==> src/rtl/gshare_predictor_ms.sv <==
// gshare_predictor_ms: multi-lane gshare conditional branch direction predictor.
//
// A table of saturating counters is indexed by PC[IDX_BITS+1:2] XOR the global
// history register (GHR). Every lane of a fetch packet is predicted in the same
// cycle against the same GHR value. The GHR is updated speculatively from the
// predictions, and is restored from the execute-stage checkpoint on a mispredict.
//
// Ports:
//   clk, rst_n          clock; asynchronous active-low reset
//   lookup_valid        fetch packet present this cycle
//   lookup_pc           PC of lane 0 (lane i at lookup_pc + 4*i)
//   lookup_br_mask      per-lane conditional-branch flag
//   taken_out           per-lane predicted direction (combinational)
//   pred_ghr            history used for this lookup (checkpoint for execute)
//   update_valid        resolved conditional branch from execute
//   update_pc           PC of the resolved branch
//   update_ghr          checkpoint captured when that branch was looked up
//   update_taken        resolved direction
//   update_mispredict   direction was mispredicted (qualified by update_valid)
module gshare_predictor_ms #(
  parameter int unsigned PC_BITS      = 32,
  parameter int unsigned HISTORY_BITS = 2,
  parameter int unsigned TABLE_SIZE   = 256,
  parameter int unsigned CTR_BITS     = 2,
  parameter int unsigned LANES        = 2
) (
  input  logic                    clk,
  input  logic                    rst_n,
  input  logic                    lookup_valid,
  input  logic [PC_BITS-1:0]      lookup_pc,
  input  logic [LANES-1:0]        lookup_br_mask,
  output logic [LANES-1:0]        taken_out,
  output logic [HISTORY_BITS-1:0] pred_ghr,
  input  logic                    update_valid,
  input  logic [PC_BITS-1:0]      update_pc,
  input  logic [HISTORY_BITS-1:0] update_ghr,
  input  logic                    update_taken,
  input  logic                    update_mispredict
);

  localparam int unsigned IdxBits = $clog2(TABLE_SIZE);
  localparam logic [CTR_BITS-1:0] CtrInit = CTR_BITS'((1 << (CTR_BITS - 1)) - 1);
  localparam logic [CTR_BITS-1:0] CtrMax  = '1;
  localparam logic [CTR_BITS-1:0] CtrMin  = '0;

  logic [CTR_BITS-1:0]     ctr_q [TABLE_SIZE];
  logic [HISTORY_BITS-1:0] ghr_q, ghr_d;

  logic [IdxBits-1:0]      lane_idx [LANES];
  logic [IdxBits-1:0]      upd_idx;
  logic [CTR_BITS-1:0]     upd_cur, upd_nxt;

  // Only the index field of each PC is significant to the predictor.
  logic unused_pc_bits;
  assign unused_pc_bits = ^{lookup_pc[PC_BITS-1:IdxBits+2], lookup_pc[1:0],
                            update_pc[PC_BITS-1:IdxBits+2], update_pc[1:0]};

  assign pred_ghr = ghr_q;

  // Lane PC = lookup_pc + 4*i, so its index field is the lane-0 field plus i
  // (carries above the index field are discarded anyway).
  always_comb begin
    taken_out = '0;
    for (int i = 0; i < int'(LANES); i++) begin
      lane_idx[i]  = (lookup_pc[IdxBits+1:2] + IdxBits'(i)) ^ IdxBits'(ghr_q);
      taken_out[i] = ctr_q[lane_idx[i]][CTR_BITS-1] & lookup_br_mask[i];
    end
  end

  // Speculative history: shift in branch-lane predictions in lane order, up to
  // and including the first predicted-taken lane. A mispredict repair wins.
  always_comb begin
    logic [HISTORY_BITS-1:0] shift;
    logic [HISTORY_BITS:0]   ext;
    logic                    stop;
    shift = ghr_q;
    ext   = '0;
    stop  = 1'b0;
    for (int i = 0; i < int'(LANES); i++) begin
      if (lookup_br_mask[i] && !stop) begin
        ext   = {shift, taken_out[i]};
        shift = ext[HISTORY_BITS-1:0];
        stop  = taken_out[i];
      end
    end
    ghr_d = ghr_q;
    if (lookup_valid) begin
      ghr_d = shift;
    end
    if (update_valid && update_mispredict) begin
      ext   = {update_ghr, update_taken};
      ghr_d = ext[HISTORY_BITS-1:0];
    end
  end

  // Saturating counter training.
  always_comb begin
    upd_idx = update_pc[IdxBits+1:2] ^ IdxBits'(update_ghr);
    upd_cur = ctr_q[upd_idx];
    upd_nxt = upd_cur;
    if (update_taken) begin
      if (upd_cur != CtrMax) upd_nxt = upd_cur + CTR_BITS'(1);
    end else begin
      if (upd_cur != CtrMin) upd_nxt = upd_cur - CTR_BITS'(1);
    end
  end

  always_ff @(posedge clk or negedge rst_n) begin
    if (!rst_n) begin
      ghr_q <= '0;
    end else begin
      ghr_q <= ghr_d;
    end
  end

  // Lookups read ctr_q directly, so a same-cycle update is not bypassed.
  always_ff @(posedge clk or negedge rst_n) begin
    if (!rst_n) begin
      for (int i = 0; i < int'(TABLE_SIZE); i++) begin
        ctr_q[i] <= CtrInit;
      end
    end else if (update_valid) begin
      ctr_q[upd_idx] <= upd_nxt;
    end
  end

endmodule

==> config.mk <==
export PLATFORM = sky130hd
export DESIGN_NAME = gshare_predictor_ms
export DESIGN_NICKNAME = d
export VERILOG_FILES = /design/src/rtl/gshare_predictor_ms.sv
export SDC_FILE = /design/constraint.sdc
export NUM_CORES = 1
export LEC_CHECK = 0
export BUFFER_PORTS_ARGS = -buffer_cell sky130_fd_sc_hd__buf_2
export CORE_ASPECT_RATIO = 0.9
export CORE_MARGIN = 3
export CORE_UTILIZATION = 50
export CTS_CLUSTER_DIAMETER = 30
export CTS_CLUSTER_SIZE = 10
export DETAILED_ROUTE_END_ITERATION = 8
export MAX_ROUTING_LAYER = met4
export PLACE_DENSITY = 0.71
export SYNTH_ARGS = -nofsm -noshare
export SYNTH_HDL_FRONTEND = slang
export SYNTH_SLANG_ARGS = --single-unit
==> constraint.sdc <==
create_clock -name clk -period 3.21 [get_ports clk]
set_input_delay 0.1605 -clock clk [delete_from_list [all_inputs] [get_ports clk]]
set_output_delay 0.1605 -clock clk [all_outputs]
set_load 0.03 [all_outputs]
==> summary.txt <==
Worst setup path
  – CP max stage cell: mux4_2
  – Arrival time of the worst setup path: 3820 ps
  – Worst path required time: 3050 ps
  – Buf+Inv Stages, Crit Path: 3
  – CP cell instances: xnor2_4 -> buf_12 -> mux4_2 -> mux4_2 -> a311o_1 -> a2111oi_2 -> a311o_1 -> buf_6 -> nor3_4 -> buf_6
  – Delay-heaviest family, CP: multiplexers
  – Largest stage delay on the critical path: 600 ps
  – Crit path capture type: output port
  – Critical-path maximum fanout: 5
  – Critical path class: reg -> out
  – Setup crit start kind: flip-flop

Timing
  – Hold Fails Final Rpt: 0
  – Hold Slack: 99.7 ps
  – Final setup vio count: 5
  – Min Clock Period, post-route: 3980 ps
  – Slew Viols, Final: 0
  – Final worst setup slack: -771 ps
  – Worst-margin pin slew: 760 ps
  – Clk_skew: 28.3 ps
  – Relative slew slack: 0.480
  – Unrepaired setup endpoints after global routing: yes
  – Crit share post-route: 1.24
  – Max frequency: 0.251 GHz

Drt
  – Routed wire per std cell: 27.7 um
  – Final wirelength: 109000 um
  – 1st-pass router iterations: 8
  – Vias per cell: 6.41
  – DRT iter0 DRCs: 3254
  – Antenna-violating nets left: 0
  – Routed vias: 25240
  – DRC: 0

Clock network
  – Root buffer cell: clkbuf_16
  – TritonCTS buffer count: 104
  – Worst skew pair latency: 680 ps
  – Sink Count: 514
  – TritonCTS clock tree: yes
  – Clk buf depth: 3
  – Clk slew on worst S/H paths: 40 ps
  – H-tree Lvls: 3

Place
  – Gp weighted congestion: 1.08
  – PortBufs: 29
  – DP Wirelength: 74300 um

Synth
  – Post-synth ARST share: 1.00
  – Cell count after synthesis: 2759
  – Synthesized cell area: 28300 um^2
  – #FFs+latches synth: 514
  – EDFF count, synth: 0
  – Synth top area cells: dfstp_2 24%, dfrtp_1 23%, mux4_2 18%
  – Mapped Avg Cell Area: 10.2 um^2
  – Area leader, netlist: dfstp_2
  – Count of cell types in the netlist: 69
  – Sequential share of the synthesized area: 0.466
  – Number of synthesis warnings: 0
  – Main synth FF type: dfrtp_1
  – Share of the synthesized area in the top cell type: 0.238
  – Synthesized net count: 2834

Die
  – Die Wd: 257 um
  – Die area: 59400 um^2
  – Starting Density: 0.507
  – Core area: 55800 um^2
  – DIE HEIGHT: 232 um
  – Std cell rows: 82
  – IO Pins: 78

Global routing
  – GRT Total Usage: 0.380
  – Pin count of the biggest net entering global routing: 85
  – Vias in the first global route: 25422
  – Initial antenna violation count: 3
  – Wire length of the first global-routing pass: 163000 um
  – Grt total ovfl: 0

Min path
  – Hold Path Class: in -> reg

Pwr
  – Design Power: 23.2 mW
  – PwrDens: 637 nW/um^2
  – Leak pwr: 14.2 nW
  – Peak VDD IR: 0.000482 V

Layout
  – Layout cells sized above 1: 0.363
  – Final #Nets: 3164
  – Area delta synth->final: 28.7%

Run status
  – Outcome: complete, but fails checks
  – Failing checks: setup timing

Run
  – Max-Cap Viols: 0
power breakdown:
group	leakage (nW)	internal, mW	total, mW	switching (mW)
Clock	1.79	7.48	11.3	3.87
Sequential	6.21	7.07	7.39	0.323
Combinational	6.21	1.95	4.45	2.49
Total	14.2	16.5	23.2	6.68
repair_timing:
action	in CTS	in global routing
hold buffers	8	0
pin swaps	13	11
hold endpoints to repair	74	0
gates cloned	3	3
setup buffers	27	6
gates resized for setup	58	47
endpoints found under the setup margin	495	508
state kept, by name (all words and copies together), names as in the netlist:
| register | count |
|---|---|
| pred_ghr | 2 |
| ctr_q | 512 |
area by class of cell:
| type | count | area, um^2 |
|---|---|---|
| clock buffer | 134 | 2860 |
| antenna | 3 | 7.51 |
| sequential | 514 | 13200 |
| fill | 4249 | 19400 |
| inverter | 8 | 30.0 |
| clock inverter | 64 | 906 |
| tap | 756 | 946 |
| timing repair buffer | 409 | 4000 |
| multi-input combinational | 2052 | 14500 |
metal layers:
| layer | track usage | share of wire | vias up |
|---|---|---|---|
| li1 | - | - | 10734 |
| met2 | 0.557 | 0.45 | 1625 |
| met4 | 0.194 | 0.058 | 0 |
| met5 | - | 0 | - |
| met1 | 0.479 | 0.37 | 12502 |
| met3 | 0.118 | 0.12 | 379 |
cell usage in the layout (no fill, tap or decap), drive strengths merged, types with 4 or more instances in the layout:
cell type / n
o221ai: 6
nor2: 71
a22o: 6
xor2: 8
mux2i: 40
o2111ai: 6
o211ai: 12
clkinv: 35
nand2b: 4
o21ai: 527
nand3: 31
dlygate4sd3: 8
a31oi: 6
bufinv: 14
nand4: 11
xnor2: 12
inv: 9
nor4: 8
and2: 7
nand2: 895
dfstp: 256
clkbuf: 137
buf: 398
a41oi: 4
clkinvlp: 14
mux4: 234
nor2b: 7
o22ai: 15
a21oi: 16
a22oi: 15
a211oi: 13
dfrtp: 258
a32oi: 9
nor3: 24
and3: 8
a2111oi: 8
logic make-up after synthesis:
kind of cell    synth area share
simple gates               0.152
compound gates             0.133
flops                      0.466
mux                        0.202
buf+inv                   0.0395
xor+xnor                 0.00646
fa+ha+maj                0.00124
through the flow:
stage	setup TNS [ps]	std cells	utilization	instance area, um^2	setup slack, ps
2_1_floorplan	0	2759	-	28300	33.0
5_1_grt	-3140	3940	0.652	36400	-847
3_5_place_dp	-379320	3696	0.567	31700	-835
6_report	-2700	3940	0.652	36400	-771
4_1_cts	-2760	3931	0.647	36100	-741
3_3_place_gp	-338730	3696	0.567	31700	-699
synth_stat cells (all sizes together), types with 3 or more instances:
| cell type | instances |
|---|---|
| a221oi | 3 |
| a21oi | 16 |
| o21bai | 3 |
| o211ai | 12 |
| clkbuf | 81 |
| nand3 | 31 |
| a311o | 3 |
| mux2i | 40 |
| nor2b | 7 |
| nor4 | 8 |
| xnor2 | 12 |
| o221ai | 6 |
| buf | 104 |
| o2111ai | 6 |
| a22o | 6 |
| a31oi | 6 |
| o21ai | 527 |
| nand2 | 895 |
| a2111oi | 8 |
| inv | 6 |
| o22ai | 15 |
| nor2 | 71 |
| dfrtp | 258 |
| a22oi | 15 |
| xor2 | 8 |
| a41oi | 4 |
| and3 | 8 |
| a311oi | 3 |
| nor3b | 3 |
| and2 | 7 |
| a32oi | 9 |
| mux4 | 234 |
| a211oi | 13 |
| nor3 | 24 |
| nand2b | 4 |
| nand4 | 11 |
| dfstp | 256 |
path summary, 6_finish.rpt:
| check | slack (ps) | end | cells past startpoint | startpoint |
|---|---|---|---|---|
| worst max-delay path | -770 | taken_out[1] | 10 | pred_ghr[0]$_DFFE_PN0P_ |
| max in group asynchronous | 2090 | ctr_q[280]$_DFFE_PN1P_ | 3 | rst_n |
| worst min register to register | 460 | ctr_q[146]$_DFFE_PN1P_ | 2 | ctr_q[146]$_DFFE_PN1P_ |
| worst max register to register | -620 | pred_ghr[0]$_DFFE_PN0P_ | 20 | pred_ghr[0]$_DFFE_PN0P_ |
| min in group asynchronous | 110 | ctr_q[369]$_DFFE_PN0P_ | 2 | rst_n |
| worst min-delay path | 100 | pred_ghr[0]$_DFFE_PN0P_ | 3 | update_taken |
worst register-to-register path: cells and delay by family (launching register included):
kind,cells,cell delay (ps)
flip-flops,1,450
multiplexers,1,510
buffers and inverters,11,1330
AND/OR/NAND/NOR,1,300
XOR/XNOR,1,160
AO/OA/AOI/OAI,6,950
Power figures use the tool's default switching activity.
